<file path="src/rtl/xlr8_pinarb_pkg.sv">
// Shared types and constants for the port-pin arbiter.
// Requester states and round-robin pointer sizing.
package xlr8_pinarb_pkg;

  typedef enum logic [1:0] {
    StIdle = 2'd0,
    StWait = 2'd1,
    StOwn  = 2'd2
  } req_state_e;

  // The pointer is sized for the largest supported requester count.
  localparam int unsigned NReqMax = 8;
  localparam int unsigned RrPtrW  = $clog2(NReqMax);

  function automatic logic [RrPtrW-1:0] rr_next(input int unsigned idx, input int unsigned nreq);
    return RrPtrW'((idx + 1) % nreq);
  endfunction

endpackage

</file>
<file path="src/rtl/xlr8_rr_pick.sv">
// Combinational round-robin picker: first eligible requester at or after rr_ptr_i,
// wrapping around to index 0.
module xlr8_rr_pick
  import xlr8_pinarb_pkg::*;
#(
  parameter int unsigned NREQ = 4
) (
  input  logic [NREQ-1:0]   eligible_i,
  input  logic [RrPtrW-1:0] rr_ptr_i,
  output logic [NREQ-1:0]   pick_o,
  output logic              valid_o
);

  always_comb begin
    pick_o  = '0;
    valid_o = 1'b0;
    // Upper segment [rr_ptr_i, NREQ) has priority over the wrapped segment.
    for (int unsigned j = 0; j < NREQ; j++) begin
      if (!valid_o && eligible_i[j] && (j >= 32'(rr_ptr_i))) begin
        pick_o[j] = 1'b1;
        valid_o   = 1'b1;
      end
    end
    for (int unsigned j = 0; j < NREQ; j++) begin
      if (!valid_o && eligible_i[j]) begin
        pick_o[j] = 1'b1;
        valid_o   = 1'b1;
      end
    end
  end

endmodule

</file>
<file path="src/rtl/xlr8_pinarb.sv">
// Pin-ownership arbiter: grants disjoint pin sets of one port to XB requesters
// in round-robin order and drives the port mux override vectors.
module xlr8_pinarb
  import xlr8_pinarb_pkg::*;
#(
  parameter int unsigned WIDTH = 8,
  parameter int unsigned NREQ  = 4
) (
  input  logic                  clk,
  input  logic                  rst,
  input  logic [NREQ-1:0]       req,
  input  logic [NREQ*WIDTH-1:0] req_mask,
  input  logic [NREQ*WIDTH-1:0] req_oe,
  input  logic [NREQ*WIDTH-1:0] req_ov,
  output logic [NREQ-1:0]       gnt,
  output logic [WIDTH-1:0]      xb_ddoe,
  output logic [WIDTH-1:0]      xb_ddov,
  output logic [WIDTH-1:0]      xb_pvoe,
  output logic [WIDTH-1:0]      xb_pvov,
  output logic [WIDTH-1:0]      busy_pins
);

  req_state_e        state_q    [NREQ];
  req_state_e        state_d    [NREQ];
  logic [WIDTH-1:0]  own_mask_q [NREQ];
  logic [WIDTH-1:0]  own_mask_d [NREQ];
  logic [RrPtrW-1:0] rr_ptr_q, rr_ptr_d;
  logic [WIDTH-1:0]  busy_q, busy_d;
  logic [WIDTH-1:0]  ddov_q, ddov_d;
  logic [WIDTH-1:0]  pvov_q, pvov_d;
  logic [NREQ-1:0]   eligible;
  logic [NREQ-1:0]   pick;
  logic              pick_valid;

  // Eligibility uses the registered busy vector, so a freed pin is only
  // re-grantable one cycle after its release.
  always_comb begin
    eligible = '0;
    for (int unsigned r = 0; r < NREQ; r++) begin
      eligible[r] = (state_q[r] == StWait) && req[r] &&
                    ((req_mask[r*WIDTH +: WIDTH] & busy_q) == '0);
    end
  end

  xlr8_rr_pick #(
    .NREQ (NREQ)
  ) u_rr_pick (
    .eligible_i (eligible),
    .rr_ptr_i   (rr_ptr_q),
    .pick_o     (pick),
    .valid_o    (pick_valid)
  );

  always_comb begin
    rr_ptr_d = rr_ptr_q;
    for (int unsigned r = 0; r < NREQ; r++) begin
      state_d[r]    = state_q[r];
      own_mask_d[r] = own_mask_q[r];
      unique case (state_q[r])
        StIdle: begin
          if (req[r]) state_d[r] = StWait;
        end
        StWait: begin
          if (!req[r]) begin
            state_d[r] = StIdle;
          end else if (pick[r]) begin
            state_d[r]    = StOwn;
            own_mask_d[r] = req_mask[r*WIDTH +: WIDTH];
          end
        end
        StOwn: begin
          if (!req[r]) begin
            state_d[r]    = StIdle;
            own_mask_d[r] = '0;
          end
        end
        default: begin
          state_d[r]    = StIdle;
          own_mask_d[r] = '0;
        end
      endcase
      if (pick_valid && pick[r]) rr_ptr_d = rr_next(r, NREQ);
    end
  end

  // Output registers are computed from next-state so enables and values
  // appear together with gnt.
  always_comb begin
    busy_d = '0;
    ddov_d = '0;
    pvov_d = '0;
    for (int unsigned r = 0; r < NREQ; r++) begin
      if (state_d[r] == StOwn) begin
        busy_d = busy_d | own_mask_d[r];
        ddov_d = ddov_d | (own_mask_d[r] & req_oe[r*WIDTH +: WIDTH]);
        pvov_d = pvov_d | (own_mask_d[r] & req_ov[r*WIDTH +: WIDTH]);
      end
    end
  end

  always_ff @(posedge clk) begin
    if (rst) begin
      for (int unsigned r = 0; r < NREQ; r++) begin
        state_q[r]    <= StIdle;
        own_mask_q[r] <= '0;
      end
      rr_ptr_q <= '0;
      busy_q   <= '0;
      ddov_q   <= '0;
      pvov_q   <= '0;
    end else begin
      for (int unsigned r = 0; r < NREQ; r++) begin
        state_q[r]    <= state_d[r];
        own_mask_q[r] <= own_mask_d[r];
      end
      rr_ptr_q <= rr_ptr_d;
      busy_q   <= busy_d;
      ddov_q   <= ddov_d;
      pvov_q   <= pvov_d;
    end
  end

  always_comb begin
    gnt = '0;
    for (int unsigned r = 0; r < NREQ; r++) begin
      gnt[r] = (state_q[r] == StOwn);
    end
  end

  assign xb_ddoe   = busy_q;
  assign xb_pvoe   = busy_q;
  assign busy_pins = busy_q;
  assign xb_ddov   = ddov_q;
  assign xb_pvov   = pvov_q;

endmodule

</file>
<file path="config.mk">
export PLATFORM = sky130hd
export DESIGN_NAME = xlr8_pinarb
export DESIGN_NICKNAME = d
export VERILOG_FILES = /design/src/rtl/xlr8_pinarb_pkg.sv /design/src/rtl/xlr8_rr_pick.sv /design/src/rtl/xlr8_pinarb.sv
export SDC_FILE = /design/constraint.sdc
export NUM_CORES = 1
export LEC_CHECK = 0
export ABC_AREA = 1
export CORE_ASPECT_RATIO = 1.4
export CORE_UTILIZATION = 42
export DETAILED_ROUTE_END_ITERATION = 16
export PLACE_DENSITY = 0.75
export RECOVER_POWER = 50
export SLEW_MARGIN = 20
export SYNTH_ARGS = -nofsm -noshare
export SYNTH_HDL_FRONTEND = slang
export SYNTH_HIERARCHICAL = 1
export SYNTH_SLANG_ARGS = --single-unit
</file>
<file path="constraint.sdc">
create_clock -name clk -period 2.7 [get_ports clk]
set_clock_uncertainty 0.2 [all_clocks]
set_input_delay 0.54 -clock clk [delete_from_list [all_inputs] [get_ports clk]]
set_output_delay 0.54 -clock clk [all_outputs]
set_load 0.05 [all_outputs]
</file>
==> impl_results.md, run 1 <==
* DR vias at about 6600
* Clock root buffer: clkbuf_16
* Total gr overflow at 0
* CP max FO at 4
* Clock period minus worst slack at about 3.0 ns
* Post-Layout Cell Count at 1149
* Reg2reg path depth at 20
* Top cell type's share of synthesized area at between 20 and 30%
* Die W at between 80 and 90 um
* DRT iter0 DRCs at 667
* Port Buf Inserts at 145
* Skew-Pair Late Insertion Delay at between 0.3 and 0.4 ns
* Total power at roughly 0.0028 W
* Core box area at ~10000 um2
* Crit Reg-Reg Endpoint: rr_ptr_q[0]
* CTS tree: yes
* Commonest cells after routing, fill and taps aside: nand2_1 (171), buf_4 (110), clkdlybuf4s50_1 (103), nand3_1 (85), nor2_1 (71)
* Worst Path Required at 2.76 ns
* Yosys cell types at 27
* Leading area contributor after synthesis: dfxtp_1
* Filler Cells Inserted at 728
* Yosys Warn Count at 6
* Number of synthesized register bits at between 60 and 70
* Clk slew on worst S/H paths at around 0.06 ns
* Status: finished, violations left
* Slew headroom at 56.16%
* Worst EP arrival at slightly above 3 ns
* Top Ports at around 150
* Share of layout cells above drive strength 1 at between 30 and 40%
* Synth Instances at around 750
* Drt total wl at roughly 21 mm
* Routability cong. at 0.9830
* Initial Util at a little over two fifths
* Pleak at between 3 and 4 nW
* Fin Hold WS at between 0.3 and 0.4 ns
* Setup Viol. Count Final at 33
* Antenna-violating nets left at 0
* Cell Rows at 43
* Power Density at 361.6 nW/um2
* H-tree Lvls at 3
* R2R setup slack at -0.28 ns
* R2R Path Start: busy_pins[6]
* Sink Count at 66
* Hold path startpoint: own_mask_q[1][6]
* Violated checks: setup timing
* FMAX at 335.3 MHz
* Period Utilization, post-route at 110.4%
* Post-Place Cells at around 1100
* Worst setup margin at -0.2820 ns
* Synthesized area per cell at 5.862 um2
* Fin nets at between 1000 and 1500
* Peak supply drop at between 0.3 and 0.4 mV
* FFs w/ async S/R, synth at 0%
* Clk buf depth at 2
* DIE HEIGHT at ~120 um
* Crit path kind: reg -> reg
* Die area at around 11000 um2
* Commonest non-fill, non-tap cell in the layout: nand2_1
* Endpoints failing hold at 0
* Avg Vias per Cell at 5.755
* Vias in the first global route at around 6300
* Crit path capture type: register
* Ys flop type: dfxtp_1
* Drt wl/cell at between 15 and 20 um
* Hold depth at 2
* First-pass GRT wire length at around 30 mm
* Drt pass-1 iters at 6
* Number of flops mapped to enable cells by yosys at 0
* Initial antenna violation count at 0
* Clock buffer count from CTS at 9
* Largest net degree at the start of global routing at 36
* Setup TNS at -5.372 ns
* Crit start category: register
* Synth area leaders: dfxtp_1 (30%), nand2_1 (19%), nand3_1 (12%)
* Synthesis-to-finish area growth at 76.93%
* Remaining routing DRC violations at 0
* Slew @ Worst Pin at roughly 0.66 ns
* Detailed Place HPWL at 14.31 mm
* Sequential fraction of the synthesis area at between 20 and 30%
* Hold Path Class: reg -> reg
* RSZ-0062 raised after global routing: true
* # diodes at 0
* Max-cap check violation count at 0
* Final Max Tran Viols at 0
* Cell area after synthesis at about 4400 um2
* GRT Resource Usage Total at 38.11%
* Hold Path End: own_mask_q[1][6]
## where the power goes
part	internal (W)	switching [W]	total, W
sequential	0.000985	0.00000891	0.000994
clock	0.000723	0.000495	0.00122
combinational	0.000298	0.000313	0.000612
total	0.00201	0.000817	0.00282
## stage by stage
stage	area, um2	setup slack, ns	util, %
after floorplan	4424	0.003954	-
after global placement	6591	-0.8014	65.51
after detailed placement	6591	-0.7763	65.51
after CTS	7487	-0.08111	74.42
after global routing	7810	-0.4098	77.63
final	7810	-0.2820	77.63
## worst max-delay path: stages (launching register included)
cell        delay (ns)
dfxtp_2           0.35
clkinvlp_4        0.20
o22ai_1           0.22
a21oi_1           0.07
o21ai_2           0.07
nor2_2            0.07
inv_2             0.07
nand2_2           0.07
nand2_4           0.08
nand4_4           0.14
nor2_4            0.17
buf_4             0.13
buf_4             0.10
buf_4             0.09
buf_4             0.09
nand3b_1          0.18
nand2_1           0.19
nand2_1           0.08
inv_2             0.08
nand3_1           0.09
a31oi_1           0.16
## synthesized netlist by cell type (2+ instances only)
master,instances
nand2_1,227
nand3_1,105
buf_1,2
o22ai_1,5
o21ai_0,6
nor2_2,5
inv_1,101
buf_4,20
o21ai_1,8
nor2_4,2
a21oi_1,27
nand2_2,4
buf_2,7
clkbuf_1,7
inv_2,6
dfxtp_1,66
nor2_1,85
nand4_1,61
## how the worst max path moves through the flow
stage                 start      endpoint  slack (ns)  cells after the start
2_1_floorplan  busy_pins[4]  busy_pins[3]       0.004                     18
3_3_place_gp   req_mask[18]    xb_pvov[4]       -0.80                     17
3_5_place_dp   req_mask[18]    xb_pvov[4]       -0.78                     17
4_1_cts        busy_pins[6]    xb_pvov[2]       -0.08                     20
5_1_grt        busy_pins[6]    xb_pvov[4]       -0.41                     19
6_report       busy_pins[6]   rr_ptr_q[0]       -0.28                     20
## state kept, by name, summed over array words and instances (netlist names)
signal      count
own_mask_q     32
xb_pvov         8
busy_pins       8
rr_ptr_q        2
xb_ddov         8
state_q         8
## what timing repair did
item,in CTS,in global routing
endpoints found under the hold margin,0,0
hold buffers,0,0
setup buffers,33,11
pin swaps,57,69
cloned,2,0
setup endpoints to repair,48,50
resized for setup,149,88
## cells by family after synthesis
group                  count (synthesis)  synth area share [%]
AO/OA/AOI/OAI                         50                 6.236
buffers and inverters                143                 14.06
other                                  1               0.08495
flip-flops                            66                 29.93
AND/OR/NAND/NOR                      493                 49.69
## final cells by class
cell class | instances | area, um2 | share of cell area [%]
Timing Repair Buffer | 280 | 2613 | 33.45
Inverter | 107 | 405.4 | 5.191
Tap cell | 135 | 168.9 | 2.163
Clock buffer | 9 | 225.2 | 2.884
Clock inverter | 7 | 77.57 | 0.9933
Sequential cell | 66 | 1330 | 17.03
Multi-Input combinational cell | 545 | 2990 | 38.29
## routing by layer
metal	up-vias	GRT usage, %	wire (um)	share of wire (%)
li1	2940	-	-	-
met1	3066	40.81	7445	35
met2	458	63.89	10220	48
met3	148	8.478	1785	8.4
met4	0	29.84	1832	8.6
met5	-	0	0	0
(Power assumes the default switching activity.)
==> run 2, diff against run 1 <==
--- a/config.mk
+++ b/config.mk
@@ -7,8 +7,10 @@
 export LEC_CHECK = 0
 export ABC_AREA = 1
 export CORE_ASPECT_RATIO = 1.4
+export CORE_MARGIN = 2
 export CORE_UTILIZATION = 42
 export DETAILED_ROUTE_END_ITERATION = 16
+export GPL_ROUTABILITY_DRIVEN = 1
 export PLACE_DENSITY = 0.75
 export RECOVER_POWER = 50
 export SLEW_MARGIN = 20
==> impl_results.md, run 2 (synthesis results as in run 1) <==
* Cell Rows at 44 (+2.3%)
* Die area at 11360 um2 (+3.9%)
* Sw Pwr at 0.0008225 W (+0.62%)
* Power Density at 373.9 nW/um2 (+3.4%)
* Commonest non-fill, non-tap cell in the layout: nand2_1
* WP buf/inv at 7 (unchanged)
* RSZ-0062 raised after global routing: true
* DIE HEIGHT at 125.3 um (+1.6%)
* Drt total wl at 21.41 mm (+0.63%)
* Crit path capture type: register
* Synthesis-to-finish area growth at 84.27%
* Setup Viol. Count Final at 30 (-9.1%)
* Clock buffer count from CTS at 9 (unchanged)
* CP max stage cell: clkdlybuf4s50_1
* Commonest cells after routing, fill and taps aside: nand2_1 (166), buf_4 (120), clkdlybuf4s50_1 (108), nand3_1 (78), nor2_1 (77)
* Endpoints failing hold at 0 (unchanged)
* Max reg flops at 32 (unchanged)
* Total gr overflow at 0 (unchanged)
* Worst setup margin at -0.2026 ns (+0.07942 ns)
* Int Power at 0.002219 W (+11%)
* Post-Place Cells at 1099 (+0.92%)
* Period Utilization, post-route at 107.5% (-2.9 points)
* Worst EP arrival at 2.97 ns (-0.07 ns)
* FMAX at 344.5 MHz (+2.7%)
* GRT Resource Usage Total at 35.77% (-2.3 points)
* Top Ports at 146 (unchanged)
* H-tree Lvls at 3 (unchanged)
* Avg Vias per Cell at 5.509 (-4.3%)
* Routability cong. at 1.033 (+5.0%)
* Worst Path Required at 2.77 ns (about the same)
* Gate power share at 21.0% (-0.7 points)
* Drt pass-1 iters at 6 (unchanged)
* Share of layout cells above drive strength 1 at 33.85% (+1.3 points)
* Clk slew on worst S/H paths at 0.06 ns (about the same)
* Slew @ Worst Pin at 0.6801 ns (+0.02328 ns)
* Largest net degree at the start of global routing at 32 (-11%)
* Port Buf Inserts at 145 (unchanged)
* Antenna-violating nets left at 0 (unchanged)
* Sink Count at 66 (unchanged)
* Largest reg by FF count: own_mask_q
* Remaining routing DRC violations at 0 (unchanged)
* DRT iter0 DRCs at 491 (-26%)
* Filler Cells Inserted at 742 (+1.9%)
* Crit start category: input pin
* Peak supply drop at 0.3229 mV (+7.6%)
* Crit path kind: in -> reg
* Initial Util at 42.88% (-1.0 points)
* First-pass GRT wire length at 31.86 mm (+3.1%)
* Clock root buffer: clkbuf_16
* Violated checks: setup timing
* Final Max Tran Viols at 0 (unchanged)
* Max-cap check violation count at 0 (unchanged)
* Core box area at 10290 um2 (+2.3%)
* Status: finished, violations left
* Clk buf depth at 2 (unchanged)
* CP max FO at 6 (+2)
* Initial antenna violation count at 0 (unchanged)
* Worst path most repeated cell: buf_4
* Hold Path Class: reg -> reg
* Fin nets at 1131 (+1.8%)
* Pleak at 3.951 nW (+4.1%)
* Drt wl/cell at 18.27 um (-1.3%)
* Slew headroom at 54.61% (-1.6 points)
* Skew-Pair Late Insertion Delay at 0.34 ns (about the same)
* Worst path cell trace: clkdlybuf4s50_1, nand2_1, nand4_1, nor2_2, inv_2, buf_4, buf_4, buf_4, a21oi_4, buf_6, nand2_4, a21oi_4, buf_6, nand4_1, nand2_1, nor2_2, nor2_1
* Kind of cell adding the most delay to the critical path: buffers and inverters
* Post-CTS Hold Buffers at 0 (unchanged)
* DR vias at 6456 (-2.4%)
* Largest stage delay, worst path at 0.46 ns (+0.11 ns)
* Util after Layout at 79.01% (+1.4 points)
* Die W at 90.65 um (+2.3%)
* Clk network pwr share at 46.3% (+3.1 points)
* Clock period minus worst slack at 2.903 ns (-0.07942 ns)
* CTS tree: yes
* Post-Layout Cell Count at 1172 (+2.0%)
* # diodes at 0 (unchanged)
* Net Sw Frac at 27.04% (-1.9 points)
* Sequential Power Share at 32.6% (-2.6 points)
* Vias in the first global route at 6217 (-1.4%)
* Detailed Place HPWL at 14.90 mm (+4.1%)
run 2: cell count changes in the layout (fill, tap and decap cells not counted), moves of 4 or more:
cell,change
nand2_2,+6
nand3_2,+4
o21ai_2,-4
buf_4,+10
dlygate4sd2_1,-12
buf_6,+11
nand3_1,-7
nor2_1,+6
dlymetal6s2s_1,+5
nand2_1,-5
clkdlybuf4s50_1,+5
nor2_2,-4
run 2: power by group through the flow:
stage	Combinational [W]	Clock (W)	Sequential (W)
6_report	0.000640	0.00141	0.000992
5_1_grt	0.000673	0.00145	0.000993
4_1_cts	0.000554	0.00140	0.000992
3_5_place_dp	0.000476	0	0.00101
3_3_place_gp	0.000472	0	0.00101
2_1_floorplan	0.000177	0	0.00102
run 2: worst paths after layout:
path              slack (ns)  depth (start not counted)          end    startpoint
setup / recovery       -0.20                         17   xb_pvov[0]  req_mask[13]
setup reg to reg       -0.19                         21   xb_pvov[1]  busy_pins[3]
hold / removal          0.32                          2  rr_ptr_q[0]   rr_ptr_q[0]
hold reg to reg         0.32                          2  rr_ptr_q[0]   rr_ptr_q[0]
run 2: final cells by class:
| type | count | area, um2 | share of cell area (%) |
|---|---|---|---|
| Inverter | 107 | 405.4 | 4.984 |
| Clock buffer | 9 | 225.2 | 2.769 |
| Tap cell | 138 | 172.7 | 2.123 |
| Sequential cell | 66 | 1328 | 16.32 |
| Clock inverter | 7 | 125.1 | 1.538 |
| Timing Repair Buffer | 300 | 2829 | 34.78 |
| Multi-Input combinational cell | 545 | 3049 | 37.49 |
run 2: routing by layer:
layer	track usage, %	up-vias	wire, um
li1	-	2981	-
met1	38.06	2954	7348
met2	65.19	408	10920
met3	6.446	113	1720
met4	21.00	0	1423
met5	0	-	0
run 2: worst reg2reg max path: stages, from the launching register on:
cell	delay (ns)
dfxtp_2	0.36
clkinvlp_4	0.18
o22ai_2	0.21
a21oi_2	0.05
nand4_1	0.12
nor2_2	0.06
nand2_2	0.08
nand2_2	0.07
nand2_4	0.07
nand4_4	0.09
nor2_4	0.14
nand2_2	0.08
o21ai_4	0.09
nand2_1	0.10
buf_6	0.15
buf_12	0.15
o21ai_4	0.14
nand2_4	0.09
nand4_1	0.12
nand2_2	0.09
nor2_1	0.09
nor2_1	0.04
run 2: through the flow:
| step | power, W | setup TNS (ns) | hold WS (ns) | area [um2] | setup WS [ns] |
|---|---|---|---|---|---|
| floorplan | 0.001193 | 0 | 0.2611 | 4424 | 0.003954 |
| global placement | 0.001485 | -28.64 | 0.2728 | 6660 | -0.7202 |
| detailed placement | 0.001489 | -30.06 | 0.2806 | 6660 | -0.7599 |
| CTS | 0.002947 | -2.162 | 0.2993 | 7617 | -0.1404 |
| global route | 0.003120 | -6.903 | 0.3423 | 8134 | -0.2999 |
| finish | 0.003041 | -3.947 | 0.3216 | 8134 | -0.2026 |
run 2: repair_timing:
item,in CTS,in global routing
endpoints found under the hold margin,0,0
setup endpoints to repair,49,52
resized for setup,113,129
pin swaps,39,64
cloned,2,1
buffers inserted,41,14
